===== src/rtl/jtcop_ba2mcu_port.sv =====
// Responder for the MCU-to-BAC-06 byte bus: turns HuC6280 byte requests into
// byte-enabled 16-bit cycles on the BAC-06 RAM port and holds the MCU mode bytes.
module jtcop_ba2mcu_port #(
    parameter int unsigned AW     = 11,
    parameter int unsigned TOUT_W = 8
) (
    input  logic          clk,
    input  logic          rst,
    // MCU RAM request
    input  logic          mcu_cs,
    input  logic          mcu_rnw,
    input  logic [AW-1:0] mcu_addr,
    input  logic [1:0]    mcu_dsn,
    input  logic [7:0]    mcu_din,
    output logic [7:0]    mcu_dout,
    output logic          mcu_ok,
    // MCU mode register access
    input  logic          mode_cs,
    input  logic [2:0]    mode_addr,
    output logic [7:0]    mode_dout,
    output logic [63:0]   ctrl,
    // BAC-06 RAM port
    output logic          ram_req,
    input  logic          ram_gnt,
    output logic [AW-1:0] ram_addr,
    output logic [1:0]    ram_we,
    output logic [15:0]   ram_din,
    input  logic [15:0]   ram_dout,
    output logic          tout_err
);

    // Last counter value before the count reaches all-ones
    localparam logic [TOUT_W-1:0] CNT_LAST = {{(TOUT_W-1){1'b1}}, 1'b0};

    typedef enum logic [1:0] {
        IDLE  = 2'd0,
        WAITG = 2'd1,
        READ  = 2'd2,
        DONE  = 2'd3
    } state_t;

    state_t              state_q;
    logic [AW-1:0]       addr_q;
    logic                rnw_q;
    logic [1:0]          dsn_q;
    logic [7:0]          din_q;
    logic [TOUT_W-1:0]   cnt_q;
    logic [7:0]          mcu_dout_q;
    logic                mcu_ok_q;
    logic                ram_req_q;
    logic [AW-1:0]       ram_addr_q;
    logic [1:0]          ram_we_q;
    logic                tout_err_q;
    logic [63:0]         ctrl_q;
    logic                req_changed;

    // A held request whose address/direction/strobes differ starts a new access
    assign req_changed = (mcu_addr != addr_q) || (mcu_rnw != rnw_q) || (mcu_dsn != dsn_q);

    // RAM access FSM with registered bus and MCU outputs
    always_ff @(posedge clk or posedge rst) begin
        if (rst) begin
            state_q    <= IDLE;
            addr_q     <= '0;
            rnw_q      <= 1'b1;
            dsn_q      <= 2'b11;
            din_q      <= 8'h00;
            cnt_q      <= '0;
            mcu_dout_q <= 8'hff;
            mcu_ok_q   <= 1'b0;
            ram_req_q  <= 1'b0;
            ram_addr_q <= '0;
            ram_we_q   <= 2'b00;
            tout_err_q <= 1'b0;
        end else begin
            // Write enables are single-cycle pulses
            ram_we_q <= 2'b00;
            case (state_q)
                IDLE: begin
                    if (mcu_cs && !mcu_ok_q) begin
                        addr_q     <= mcu_addr;
                        rnw_q      <= mcu_rnw;
                        dsn_q      <= mcu_dsn;
                        din_q      <= mcu_din;
                        ram_addr_q <= mcu_addr;
                        ram_req_q  <= 1'b1;
                        cnt_q      <= '0;
                        state_q    <= WAITG;
                    end
                end
                WAITG: begin
                    if (ram_gnt) begin
                        if (rnw_q) begin
                            state_q <= READ;
                        end else begin
                            ram_we_q  <= ~dsn_q;
                            ram_req_q <= 1'b0;
                            mcu_ok_q  <= 1'b1;
                            state_q   <= DONE;
                        end
                    end else begin
                        cnt_q <= cnt_q + TOUT_W'(1);
                        if (cnt_q == CNT_LAST) begin
                            // Main CPU never released the bus: complete with dummy data
                            tout_err_q <= 1'b1;
                            mcu_dout_q <= 8'hff;
                            ram_req_q  <= 1'b0;
                            mcu_ok_q   <= 1'b1;
                            state_q    <= DONE;
                        end
                    end
                end
                READ: begin
                    if (!ram_gnt) begin
                        // Lost the bus while data was in flight: wait and re-read
                        state_q <= WAITG;
                    end else begin
                        mcu_dout_q <= dsn_q[0] ? ram_dout[15:8] : ram_dout[7:0];
                        ram_req_q  <= 1'b0;
                        mcu_ok_q   <= 1'b1;
                        state_q    <= DONE;
                    end
                end
                DONE: begin
                    if (!mcu_cs || req_changed) begin
                        mcu_ok_q <= 1'b0;
                        state_q  <= IDLE;
                    end
                end
                default: begin
                    state_q <= IDLE;
                end
            endcase
        end
    end

    // Mode byte writes, independent of the RAM FSM
    always_ff @(posedge clk or posedge rst) begin
        if (rst) begin
            ctrl_q <= '0;
        end else if (mode_cs && !mcu_rnw) begin
            ctrl_q[{mode_addr, 3'b000} +: 8] <= mcu_din;
        end
    end

    assign mode_dout = ctrl_q[{mode_addr, 3'b000} +: 8];
    assign ctrl      = ctrl_q;
    assign mcu_dout  = mcu_dout_q;
    assign mcu_ok    = mcu_ok_q;
    assign ram_req   = ram_req_q;
    assign ram_addr  = ram_addr_q;
    assign ram_we    = ram_we_q;
    assign ram_din   = {din_q, din_q};
    assign tout_err  = tout_err_q;

endmodule


===== config.mk =====
export PLATFORM = sky130hd
export DESIGN_NAME = jtcop_ba2mcu_port
export DESIGN_NICKNAME = d
export VERILOG_FILES = /design/src/rtl/jtcop_ba2mcu_port.sv
export SDC_FILE = /design/constraint.sdc
export NUM_CORES = 1
export LEC_CHECK = 0
export CAP_MARGIN = 20
export CORE_MARGIN = 2
export CORE_UTILIZATION = 43
export CTS_CLUSTER_SIZE = 24
export DETAILED_ROUTE_END_ITERATION = 12
export PLACE_DENSITY = 0.81
export SKIP_LAST_GASP = 1
export SLEW_MARGIN = 40
export SYNTH_ARGS = -nofsm -noshare
export SYNTH_HDL_FRONTEND = slang
export SYNTH_SLANG_ARGS = --single-unit

===== constraint.sdc =====
create_clock -name clk -period 3.2 [get_ports clk]
set_clock_uncertainty 0.15 [all_clocks]
set_input_delay 0.48 -clock clk [delete_from_list [all_inputs] [get_ports clk]]
set_output_delay 0.48 -clock clk [all_outputs]
set_load 0.05 [all_outputs]

==> results.rst, run 1 <==
.. list-table::
   :header-rows: 1

   * - Metric
     - Value
   * - CP arrival
     - 2.23 ns
   * - Commonest cells after routing, fill and taps aside
     - 149 x clkdlybuf4s50_1, 98 x dfrtp_1, 78 x mux2_2
   * - Site row count
     - 40
   * - Number of DRC markers in iteration 0
     - 236
   * - Max-cap violation count
     - 0
   * - Number of pins exceeding their max-slew limit in the final report
     - 0
   * - Die width
     - 115 um
   * - Critical path peak fanout
     - 21
   * - Max transition margin
     - 60.4%
   * - Share of total power in combinational logic
     - 52.9%
   * - Number of nets in the layout
     - 602
   * - Number of vias after detailed routing
     - 3,777
   * - Total Neg Setup Slack
     - 0 ns
   * - Final setup vio count
     - 0
   * - Pin count of the biggest net entering global routing
     - 110
   * - Power Dens Cells
     - 1000 nW/um^2
   * - Power Internal
     - 0.00394 W
   * - Via count of the first global-routing pass
     - 3,907
   * - Final hold violations
     - 0
   * - Clock tree from TritonCTS
     - yes
   * - Kind of capture point of the worst setup path
     - primary output
   * - Count of mapped cells out of synthesis
     - 392
   * - Max IR drop VDD
     - 0.000602 V
   * - Portion of the clock cycle consumed by the worst path in the final layout
     - 89.5%
   * - Ys async rst share
     - 100%
   * - Max Buffers Root-to-Sink
     - 2
   * - Synthesized cell area
     - 5320 sq um
   * - Non-Filler Cell Area, Final
     - 7300 sq um
   * - CTS H-Tree Depth
     - 3
   * - Distinct cells, synth
     - 47
   * - Aggregate global routing overflow
     - 0
   * - Switching Fraction
     - 46.2%
   * - Die Area
     - 13,300 sq um
   * - Register area share after synthesis
     - 51.5%
   * - Final min period
     - 2.86 ns
   * - Setup repair after global routing missed its margin
     - false
   * - Leading cell type in the layout, fill and taps excluded
     - clkdlybuf4s50_1
   * - Largest incremental delay on the critical path
     - 0.57 ns
   * - Fmax
     - 0.349 GHz
   * - Boundary Pins
     - 158
   * - Layout cell share with drive strength beyond 1
     - 29.2%
   * - Reported net switching power
     - 0.00338 W
   * - Synthesis-to-layout area growth
     - 37.2%
   * - Worst-margin pin slew
     - 0.595 ns
   * - ANT cells
     - 0
   * - Length of the first detailed-routing pass in iterations
     - 6
   * - Part of the power in registers
     - 31.6%
   * - Post-CTS setup-driven buffer insertion count
     - 0
   * - Number of enable flip-flop cells after synthesis
     - 0
   * - Hold Worst Slack
     - 0.341 ns
   * - Initial Util
     - 44.1%
   * - Critical path cell sequence
     - clkdlybuf4s50_1 -> buf_4 -> mux4_2 -> nand2_1 -> nand2_1 -> buf_4
   * - Post-cts sizing count
     - 0
   * - DR WL/cell
     - 17.6 um
   * - Total half-perimeter wirelength after legalization and detailed placement
     - 9450 um
   * - Buffers added on ports
     - 157
   * - Run status
     - completed
   * - Clk_lat worst skew
     - 0.35 ns
   * - Sink Count
     - 109
   * - Class of the tightest hold or removal check
     - reg2reg
   * - Core Area
     - 12,100 sq um
   * - Yosys warning total
     - 0
   * - Worst endpoint required time
     - 2.57 ns
   * - Number of antenna violations at the first check in global routing
     - 0
   * - Cts-stage hold buffer count
     - 0
   * - Residual DRC
     - 0
   * - Share of total power in the clock network
     - 15.5%
   * - Wire length of the first global-routing pass
     - 20,400 um
   * - Number of nets still failing antenna checks after routing
     - 0
   * - Via density per instance
     - 5.25
   * - Avg Inst Size Synth
     - 13.6 sq um
   * - Clk pin slew, worst setup/hold paths
     - 0.07 ns
   * - Clk root buf
     - clkbuf_16
   * - Critical-path top delay cell
     - mux4_2
   * - Most instantiated flip-flop cell in the synthesis netlist
     - dfrtp_1
   * - Startpoint kind of the worst setup timing path
     - primary input
   * - Global Route Usage Sum
     - 19.8%
   * - Total routed wirelength
     - 12,700 um
   * - Placement Cell Area
     - 7010 sq um
   * - Net Count, Synth
     - 448
   * - Routability cong.
     - 0.883
   * - Standby leakage power
     - 3.18 nW
   * - Number of buffers created by CTS
     - 9
   * - Crit Path Category
     - in2out
   * - Vertical extent of the die
     - 115 um
   * - Number of storage elements in the synthesis netlist
     - 109
==> sequential cells by signal, indices dropped and copies added, names as in the netlist <==
name / cells
dsn_q: 2
ctrl: 64
ram_req: 1
mcu_ok: 1
tout_err: 1
cnt_q: 8
din_q: 8
mcu_dout: 8
ram_addr: 11
rnw_q: 1
state_q: 2
ram_we: 2
==> power by group through the flow <==
| stage | clock, W | combinational, W | sequential [W] |
|---|---|---|---|
| after CTS | 0.00116 | 0.00391 | 0.00231 |
| final | 0.00114 | 0.00387 | 0.00231 |
| after global routing | 0.00122 | 0.00407 | 0.00237 |
| after global placement | 0 | 0.00382 | 0.00230 |
| after floorplan | 0 | 0.00137 | 0.00360 |
| after detailed placement | 0 | 0.00389 | 0.00233 |
==> cells by family after synthesis <==
group                    Yosys count  synth area share [%]
AND/OR/NAND/NOR                   87                  8.74
buffers and inverters             31                  3.55
XOR/XNOR                          20                  3.29
adder cells (fa/ha/maj)           10                  2.35
AO/OA/AOI/OAI                     25                  3.53
flip-flops                       109                  51.5
multiplexers                     110                  27.0
==> area by class of cell <==
cell class              instances  area, sq um
inverters                       9         37.5
clock inverters                 6         70.1
clock buffers                  10          229
well taps                     168          210
multi-input cells             252         2390
fillers                       948         4760
flip-flops and latches        109         2740
repair buffers                165         1620
==> through the flow <==
stage	power [W]	worst slack [ns]	cells	utilization (%)
floorplan	0.00497	0.448	392	-
global placement	0.00613	0.370	703	58.1
detailed placement	0.00622	0.285	703	58.1
CTS	0.00738	0.324	719	60.6
global route	0.00766	0.232	719	60.6
finish	0.00732	0.336	719	60.6
==> critical path: cells and delay by family <==
kind          cells  cell delay (ns)
simple gates      2             0.14
buf+inv           3             1.03
mux               1             0.57
==> synthesized netlist by cell type, types with 2 or more instances <==
library cell / n / area, sq um
buf_4: 12 / 90.1
a31oi_1: 11 / 68.8
dfrtp_1: 98 / 2450
nand4_1: 4 / 25.0
and3_1: 3 / 18.8
nand2_2: 4 / 25.0
mux2i_1: 8 / 80.1
buf_6: 3 / 33.8
mux2_2: 78 / 878
nor2_1: 18 / 67.6
o21ai_0: 3 / 15.0
nand3_1: 3 / 15.0
and4b_1: 2 / 20.0
a21oi_1: 3 / 15.0
nand3b_1: 2 / 15.0
mux4_2: 16 / 360
clkbuf_1: 3 / 11.3
inv_1: 7 / 26.3
ha_1: 10 / 125
nor4_1: 4 / 25.0
nor3_1: 4 / 20.0
dfstp_2: 11 / 289
nand2_1: 31 / 116
xor2_1: 20 / 175
nand2b_1: 2 / 12.5
buf_2: 4 / 20.0
mux2_4: 8 / 120
==> final timing paths <==
path / from / to / slack (ns) / cells after the start
max in group asynchronous: rst / ram_addr[1] / 1.96 / 3
worst min-delay path: tout_err / tout_err / 0.34 / 1
worst max register to register: state_q[1] / mcu_dout[0] / 0.96 / 7
min in group asynchronous: rst / ctrl[11] / 0.48 / 3
worst min register to register: tout_err / tout_err / 0.34 / 1
worst max-delay path: mode_addr[0] / mode_dout[5] / 0.34 / 6
==> metal layers <==
metal,track usage (%),part of all wire (%),up-vias
met3,4.64,7.0,15
met2,33.1,49,161
met1,25.7,42,1891
li1,-,-,1710
met5,0,0,-
met4,6.10,1.4,0
(Power assumes the default switching activity.)
==> run 2, diff against run 1 <==
--- a/config.mk
+++ b/config.mk
@@ -7,10 +7,12 @@
 export LEC_CHECK = 0
 export CAP_MARGIN = 20
 export CORE_MARGIN = 2
-export CORE_UTILIZATION = 43
+export CORE_UTILIZATION = 35
+export CTS_BUF_LIST = sky130_fd_sc_hd__clkbuf_2
 export CTS_CLUSTER_SIZE = 24
 export DETAILED_ROUTE_END_ITERATION = 12
-export PLACE_DENSITY = 0.81
+export GPL_TIMING_DRIVEN = 0
+export PLACE_DENSITY = 0.69
 export SKIP_LAST_GASP = 1
 export SLEW_MARGIN = 40
 export SYNTH_ARGS = -nofsm -noshare
==> results.rst, run 2 (synthesis gave the netlist of run 1 again) <==
.. list-table::
   :header-rows: 1

   * - Metric
     - Value
   * - Wire length of the first global-routing pass
     - 22,000 um
   * - Cell depth of the worst flop-to-flop path
     - 6
   * - Die Area
     - 16,200 sq um
   * - Length of the first detailed-routing pass in iterations
     - 6
   * - Pin count of the biggest net entering global routing
     - 25
   * - Standby leakage power
     - 3.26 nW
   * - DR WL/cell
     - 17.9 um
   * - Number of pins exceeding their max-slew limit in the final report
     - 0
   * - Via density per instance
     - 5.03
   * - Global Route Usage Sum
     - 17.5%
   * - Post-CTS setup-driven buffer insertion count
     - 0
   * - Max Buffers Root-to-Sink
     - 2
   * - Hold path endpoint
     - mcu_dout[2]
   * - Sink Count
     - 109
   * - Setup slack of the critical path after layout
     - 0.109 ns
   * - Number of nets in the layout
     - 620
   * - Clk_lat worst skew
     - 0.62 ns
   * - CTS H-Tree Depth
     - 3
   * - Total Neg Setup Slack
     - 0 ns
   * - Final hold violations
     - 0
   * - Core occupancy in the finished layout
     - 49.4%
   * - Number of flip-flops under the largest register name
     - 64
   * - Max-cap violation count
     - 0
   * - Minimum setup slack among reg-to-reg paths
     - 0.93 ns
   * - Number of nets still failing antenna checks after routing
     - 0
   * - Aggregate global routing overflow
     - 0
   * - Initial Util
     - 35.4%
   * - Setup slack after placement
     - -0.309 ns
   * - ANT cells
     - 0
   * - Total power consumption of the routed design
     - 0.00712 W
   * - Total routed wirelength
     - 13,600 um
   * - Leading cell type in the layout, fill and taps excluded
     - clkdlybuf4s50_1
   * - Die width
     - 127 um
   * - Number of DRC markers in iteration 0
     - 131
   * - Setup repair after global routing missed its margin
     - false
   * - Total half-perimeter wirelength after legalization and detailed placement
     - 10,400 um
   * - Boundary Pins
     - 158
   * - Reg2reg start
     - state_q[0]
   * - Residual DRC
     - 0
   * - Final min period
     - 3.09 ns
   * - Worst endpoint required time
     - 2.57 ns
   * - Class of the tightest hold or removal check
     - in2reg
   * - Max IR drop VDD
     - 0.000509 V
   * - Commonest cells after routing, fill and taps aside
     - 147 x clkdlybuf4s50_1, 98 x dfrtp_1, 78 x mux2_2
   * - Number of buffers created by CTS
     - 9
   * - Routability cong.
     - 0.765
   * - Number of vias after detailed routing
     - 3,811
   * - Buffers added on ports
     - 155
   * - Portion of the clock cycle consumed by the worst path in the final layout
     - 96.6%
   * - Layout cell share with drive strength beyond 1
     - 29.7%
   * - Critical hold path startpoint
     - ram_dout[2]
   * - Run status
     - completed
   * - Clk pin slew, worst setup/hold paths
     - 0.26 ns
   * - Number of antenna violations at the first check in global routing
     - 0
   * - Site row count
     - 45
   * - Clock tree from TritonCTS
     - yes
   * - Startpoint kind of the worst setup timing path
     - primary input
   * - Clk root buf
     - clkbuf_2
   * - Final setup vio count
     - 0
   * - Max transition margin
     - 54.7%
   * - Kind of capture point of the worst setup path
     - primary output
   * - Vertical extent of the die
     - 127 um
   * - Crit Path Category
     - in2out
   * - Worst-margin pin slew
     - 0.680 ns
   * - Core Area
     - 15,000 sq um
   * - Synthesis-to-layout area growth
     - 39.6%
   * - Power Dens Cells
     - 959 nW/um^2
   * - CP arrival
     - 2.46 ns
   * - Critical path peak fanout
     - 10
   * - Fmax
     - 0.324 GHz
   * - FF-to-FF End
     - cnt_q[5]
   * - Number of instances on the worst hold path
     - 3
   * - Via count of the first global-routing pass
     - 4,004
[run 2: cell types whose count changed in the layout (fill, tap and decap cells not counted), moves of 3 or more]
cell / previous run / this run
clkbuf_16: 9 / 0
buf_16: 0 / 4
inv_6: 3 / 0
bufinv_16: 1 / 4
dlygate4sd2_1: 0 / 8
buf_6: 0 / 3
clkbuf_2: 0 / 9
buf_2: 0 / 3
[run 2: worst max-delay path, cell delays in order]
cell,delay (ns)
clkdlybuf4s50_1,0.57
buf_4,0.28
mux4_2,0.56
nand2_1,0.10
nand2_1,0.05
dlygate4sd2_1,0.41
[run 2: final cells by class]
type / count / area (sq um)
plain buffers: 22 / 158
clock buffers: 9 / 45.0
clock inverters: 7 / 138
fillers: 1341 / 7600
inverters: 9 / 37.5
multi-input cells: 252 / 2390
flip-flops and latches: 109 / 2740
well taps: 188 / 235
repair buffers: 161 / 1680
[run 2: what timing repair did]
action / 4_1_cts / 5_1_grt
setup endpoints to repair: 8 / 0
gates resized for setup: 9 / 0
hold buffers: 1 / 0
hold endpoints to repair: 14 / 0
[run 2: layer usage]
layer  global-route usage (%)  part of all wire, %  vias to the layer above
li1                         -                    -                     1761
met5                        0                    0                        -
met3                     5.70                  6.9                        9
met2                     29.9                   50                      115
met1                     21.7                   42                     1926
met4                     3.88                 0.76                        0
[run 2: how the worst max path moves through the flow]
| stage | slack, ns | cells after the start | startpoint | to |
|---|---|---|---|---|
| floorplan | 0.45 | 9 | mode_addr[1] | ctrl[40] |
| global placement | -0.30 | 6 | mode_addr[0] | mode_dout[1] |
| detailed placement | -0.31 | 6 | mode_addr[0] | mode_dout[3] |
| CTS | 0.1 | 6 | mode_addr[0] | mode_dout[3] |
| global route | 0.02 | 6 | mode_addr[0] | mode_dout[6] |
| finish | 0.11 | 6 | mode_addr[0] | mode_dout[3] |
[run 2: per-stage QoR]
step | area, sq um | hold WS [ns] | std cells
after floorplan | 5330 | 0.347 | 392
after global placement | 7110 | 0.302 | 735
after detailed placement | 7240 | 0.309 | 740
after CTS | 7430 | 0.217 | 757
after global routing | 7430 | 0.208 | 757
final | 7430 | 0.296 | 757
[run 2: power by group]
group	switching [W]	total [W]	internal (W)
clock	0.000457	0.000868	0.000412
sequential	0.000383	0.00225	0.00186
combinational	0.00248	0.00401	0.00152
==> run 3, diff against run 2 <==
--- a/config.mk
+++ b/config.mk
@@ -12,7 +12,7 @@
 export CTS_CLUSTER_SIZE = 24
 export DETAILED_ROUTE_END_ITERATION = 12
 export GPL_TIMING_DRIVEN = 0
-export PLACE_DENSITY = 0.69
+export PLACE_DENSITY = 0.66
 export SKIP_LAST_GASP = 1
 export SLEW_MARGIN = 40
 export SYNTH_ARGS = -nofsm -noshare
==> constraint.sdc (replaced) <==
create_clock -name clk -period 4 [get_ports clk]
set_clock_uncertainty 0.15 [all_clocks]
set_input_delay 0.6 -clock clk [delete_from_list [all_inputs] [get_ports clk]]
set_output_delay 0.6 -clock clk [all_outputs]
set_load 0.05 [all_outputs]
==> results.rst, run 3 (synthesis gave the netlist of run 1 again) <==
.. list-table::
   :header-rows: 1

   * - Metric
     - Value
   * - Filler cell count in the final layout
     - 1,370
   * - Number of nets in the layout
     - 615
   * - Share of total power in combinational logic
     - 58.5%
   * - Critical-path top delay cell
     - clkdlybuf4s50_1
   * - Buffers added on ports
     - 155
   * - Number of DRC markers in iteration 0
     - 126
   * - Cell depth of the worst flop-to-flop path
     - 6
   * - Worst endpoint required time
     - 3.25 ns
   * - Kind of capture point of the worst setup path
     - primary output
   * - Portion of the clock cycle consumed by the worst path in the final layout
     - 92.2%
   * - Post-cts sizing count
     - 0
   * - Commonest cells after routing, fill and taps aside
     - 155 x clkdlybuf4s50_1, 98 x dfrtp_1, 78 x mux2_2
   * - Total half-perimeter wirelength after legalization and detailed placement
     - 9930 um
   * - Synthesis-to-layout area growth
     - 36.1%
   * - CTS H-Tree Depth
     - 3
   * - Global Route Usage Sum
     - 16.4%
   * - Final setup vio count
     - 0
   * - Die Area
     - 16,200 sq um
   * - Pin count of the biggest net entering global routing
     - 77
   * - Total Neg Setup Slack
     - 0 ns
   * - Class of the tightest hold or removal check
     - in2async
   * - Total routed wirelength
     - 13,000 um
   * - Initial Util
     - 35.4%
   * - Part of the power in registers
     - 32.7%
   * - Switching Fraction
     - 48.8%
   * - Number of flip-flops under the largest register name
     - 64
   * - DR WL/cell
     - 17.3 um
   * - Number of antenna violations at the first check in global routing
     - 0
   * - Clk pin slew, worst setup/hold paths
     - 0.32 ns
   * - Max-cap violation count
     - 0
   * - Reg2reg start
     - state_q[0]
   * - Setup slack of the critical path after layout
     - 0.311 ns
   * - Final min period
     - 3.69 ns
   * - Largest incremental delay on the critical path
     - 0.69 ns
   * - Setup slack after placement
     - 0.279 ns
   * - Final hold violations
     - 0
   * - Max IR drop VDD
     - 0.000337 V
   * - Setup repair after global routing missed its margin
     - false
   * - Vertical extent of the die
     - 127 um
   * - Crit Path Category
     - in2out
   * - Clk_lat worst skew
     - 0.62 ns
   * - Via density per instance
     - 4.96
   * - Number of buffers created by CTS
     - 9
   * - Worst-margin pin slew
     - 0.669 ns
   * - Power Internal
     - 0.00281 W
   * - Standby leakage power
     - 3.15 nW
   * - Aggregate global routing overflow
     - 0
   * - Length of the first detailed-routing pass in iterations
     - 4
   * - Final instance count without filler cells
     - 752
   * - CP arrival
     - 2.94 ns
   * - ANT cells
     - 0
   * - Layout cell share with drive strength beyond 1
     - 29.4%
   * - Run status
     - completed
   * - Dpl cells
     - 736
   * - FF-to-FF End
     - cnt_q[5]
   * - Routability cong.
     - 0.813
   * - Placement Cell Area
     - 7140 sq um
   * - Max Buffers Root-to-Sink
     - 2
   * - Clock tree from TritonCTS
     - yes
   * - Sink Count
     - 109
   * - Die width
     - 127 um
   * - Hold Worst Slack
     - 0.117 ns
   * - Boundary Pins
     - 158
   * - Number of vias after detailed routing
     - 3,728
   * - Fmax
     - 0.271 GHz
   * - Core Area
     - 15,000 sq um
   * - Power Dens Cells
     - 757 nW/um^2
   * - Wire length of the first global-routing pass
     - 20,800 um
   * - Number of pins exceeding their max-slew limit in the final report
     - 0
   * - Startpoint kind of the worst setup timing path
     - primary input
   * - Leading cell type in the layout, fill and taps excluded
     - clkdlybuf4s50_1
   * - Clk root buf
     - clkbuf_2
   * - Minimum setup slack among reg-to-reg paths
     - 1.82 ns
   * - Max transition margin
     - 55.4%
   * - Reported net switching power
     - 0.00268 W
   * - Site row count
     - 45
   * - Share of total power in the clock network
     - 8.8%
   * - Non-Filler Cell Area, Final
     - 7240 sq um
   * - Via count of the first global-routing pass
     - 3,863
   * - Post-CTS setup-driven buffer insertion count
     - 0
   * - Cts-stage hold buffer count
     - 0
   * - Residual DRC
     - 0
   * - Number of nets still failing antenna checks after routing
     - 0
   * - Critical path cell sequence
     - clkdlybuf4s50_1 -> buf_2 -> mux4_2 -> nand2_1 -> nand2_1 -> clkdlybuf4s50_1
   * - Critical path peak fanout
     - 10
-- run 3: cell types whose count changed in the layout (fill, tap and decap cells not counted), sizes merged --
| cell | change |
|---|---|
| bufinv | -4 |
| dlygate4sd2 | -8 |
| clkinv | -3 |
| clkdlybuf4s50 | +8 |
| buf | -4 |
| clkbuf | +1 |
| dlygate4sd3 | -1 |
| inv | +5 |
| clkinvlp | +1 |
-- run 3: critical path: cells and delay by family --
kind          cells  cell delay [ns]
buf+inv           3             1.61
mux               1             0.57
simple gates      2             0.15
-- run 3: area by class of cell --
cell class,count,area [sq um],area share [%]
multi-input cells,252,2390,33.0
clock inverters,6,50.0,0.691
inverters,9,41.3,0.570
well taps,188,235,3.25
clock buffers,10,50.0,0.691
repair buffers,156,1580,21.8
flip-flops and latches,109,2740,37.8
plain buffers,22,155,2.14
-- run 3: worst max path at each step --
stage                 start           end  slack (ns)  cells past startpoint
2_1_floorplan           rst      cnt_q[0]        0.39                      1
3_3_place_gp            rst      ctrl[14]       -1.28                      2
3_5_place_dp   mode_addr[0]  mode_dout[3]        0.28                      6
4_1_cts        mode_addr[0]  mode_dout[3]        0.28                      6
5_1_grt        mode_addr[0]  mode_dout[0]        0.18                      6
6_report       mode_addr[0]  mode_dout[3]        0.31                      6
-- run 3: through the flow --
step / util [%] / total power, W
after floorplan: - / 0.00397
after global placement: 47.3 / 0.00499
after detailed placement: 47.5 / 0.00505
after CTS: 48.2 / 0.00555
after global routing: 48.2 / 0.00577
final: 48.2 / 0.00549
-- run 3: layer usage --
| metal | GRT usage (%) | wire length, um | vias to the layer above |
|---|---|---|---|
| li1 | - | - | 1737 |
| met1 | 20.3 | 5670 | 1855 |
| met2 | 27.8 | 6330 | 126 |
| met3 | 5.49 | 844 | 10 |
| met4 | 3.88 | 139 | 0 |
| met5 | 0 | 0 | - |
-- run 3: power by group through the flow --
stage | clock network, W | registers [W] | logic [W]
6_report | 0.000484 | 0.00179 | 0.00321
5_1_grt | 0.000559 | 0.00185 | 0.00336
4_1_cts | 0.000518 | 0.00180 | 0.00323
3_5_place_dp | 0 | 0.00182 | 0.00323
3_3_place_gp | 0 | 0.00180 | 0.00319
2_1_floorplan | 0 | 0.00288 | 0.00109
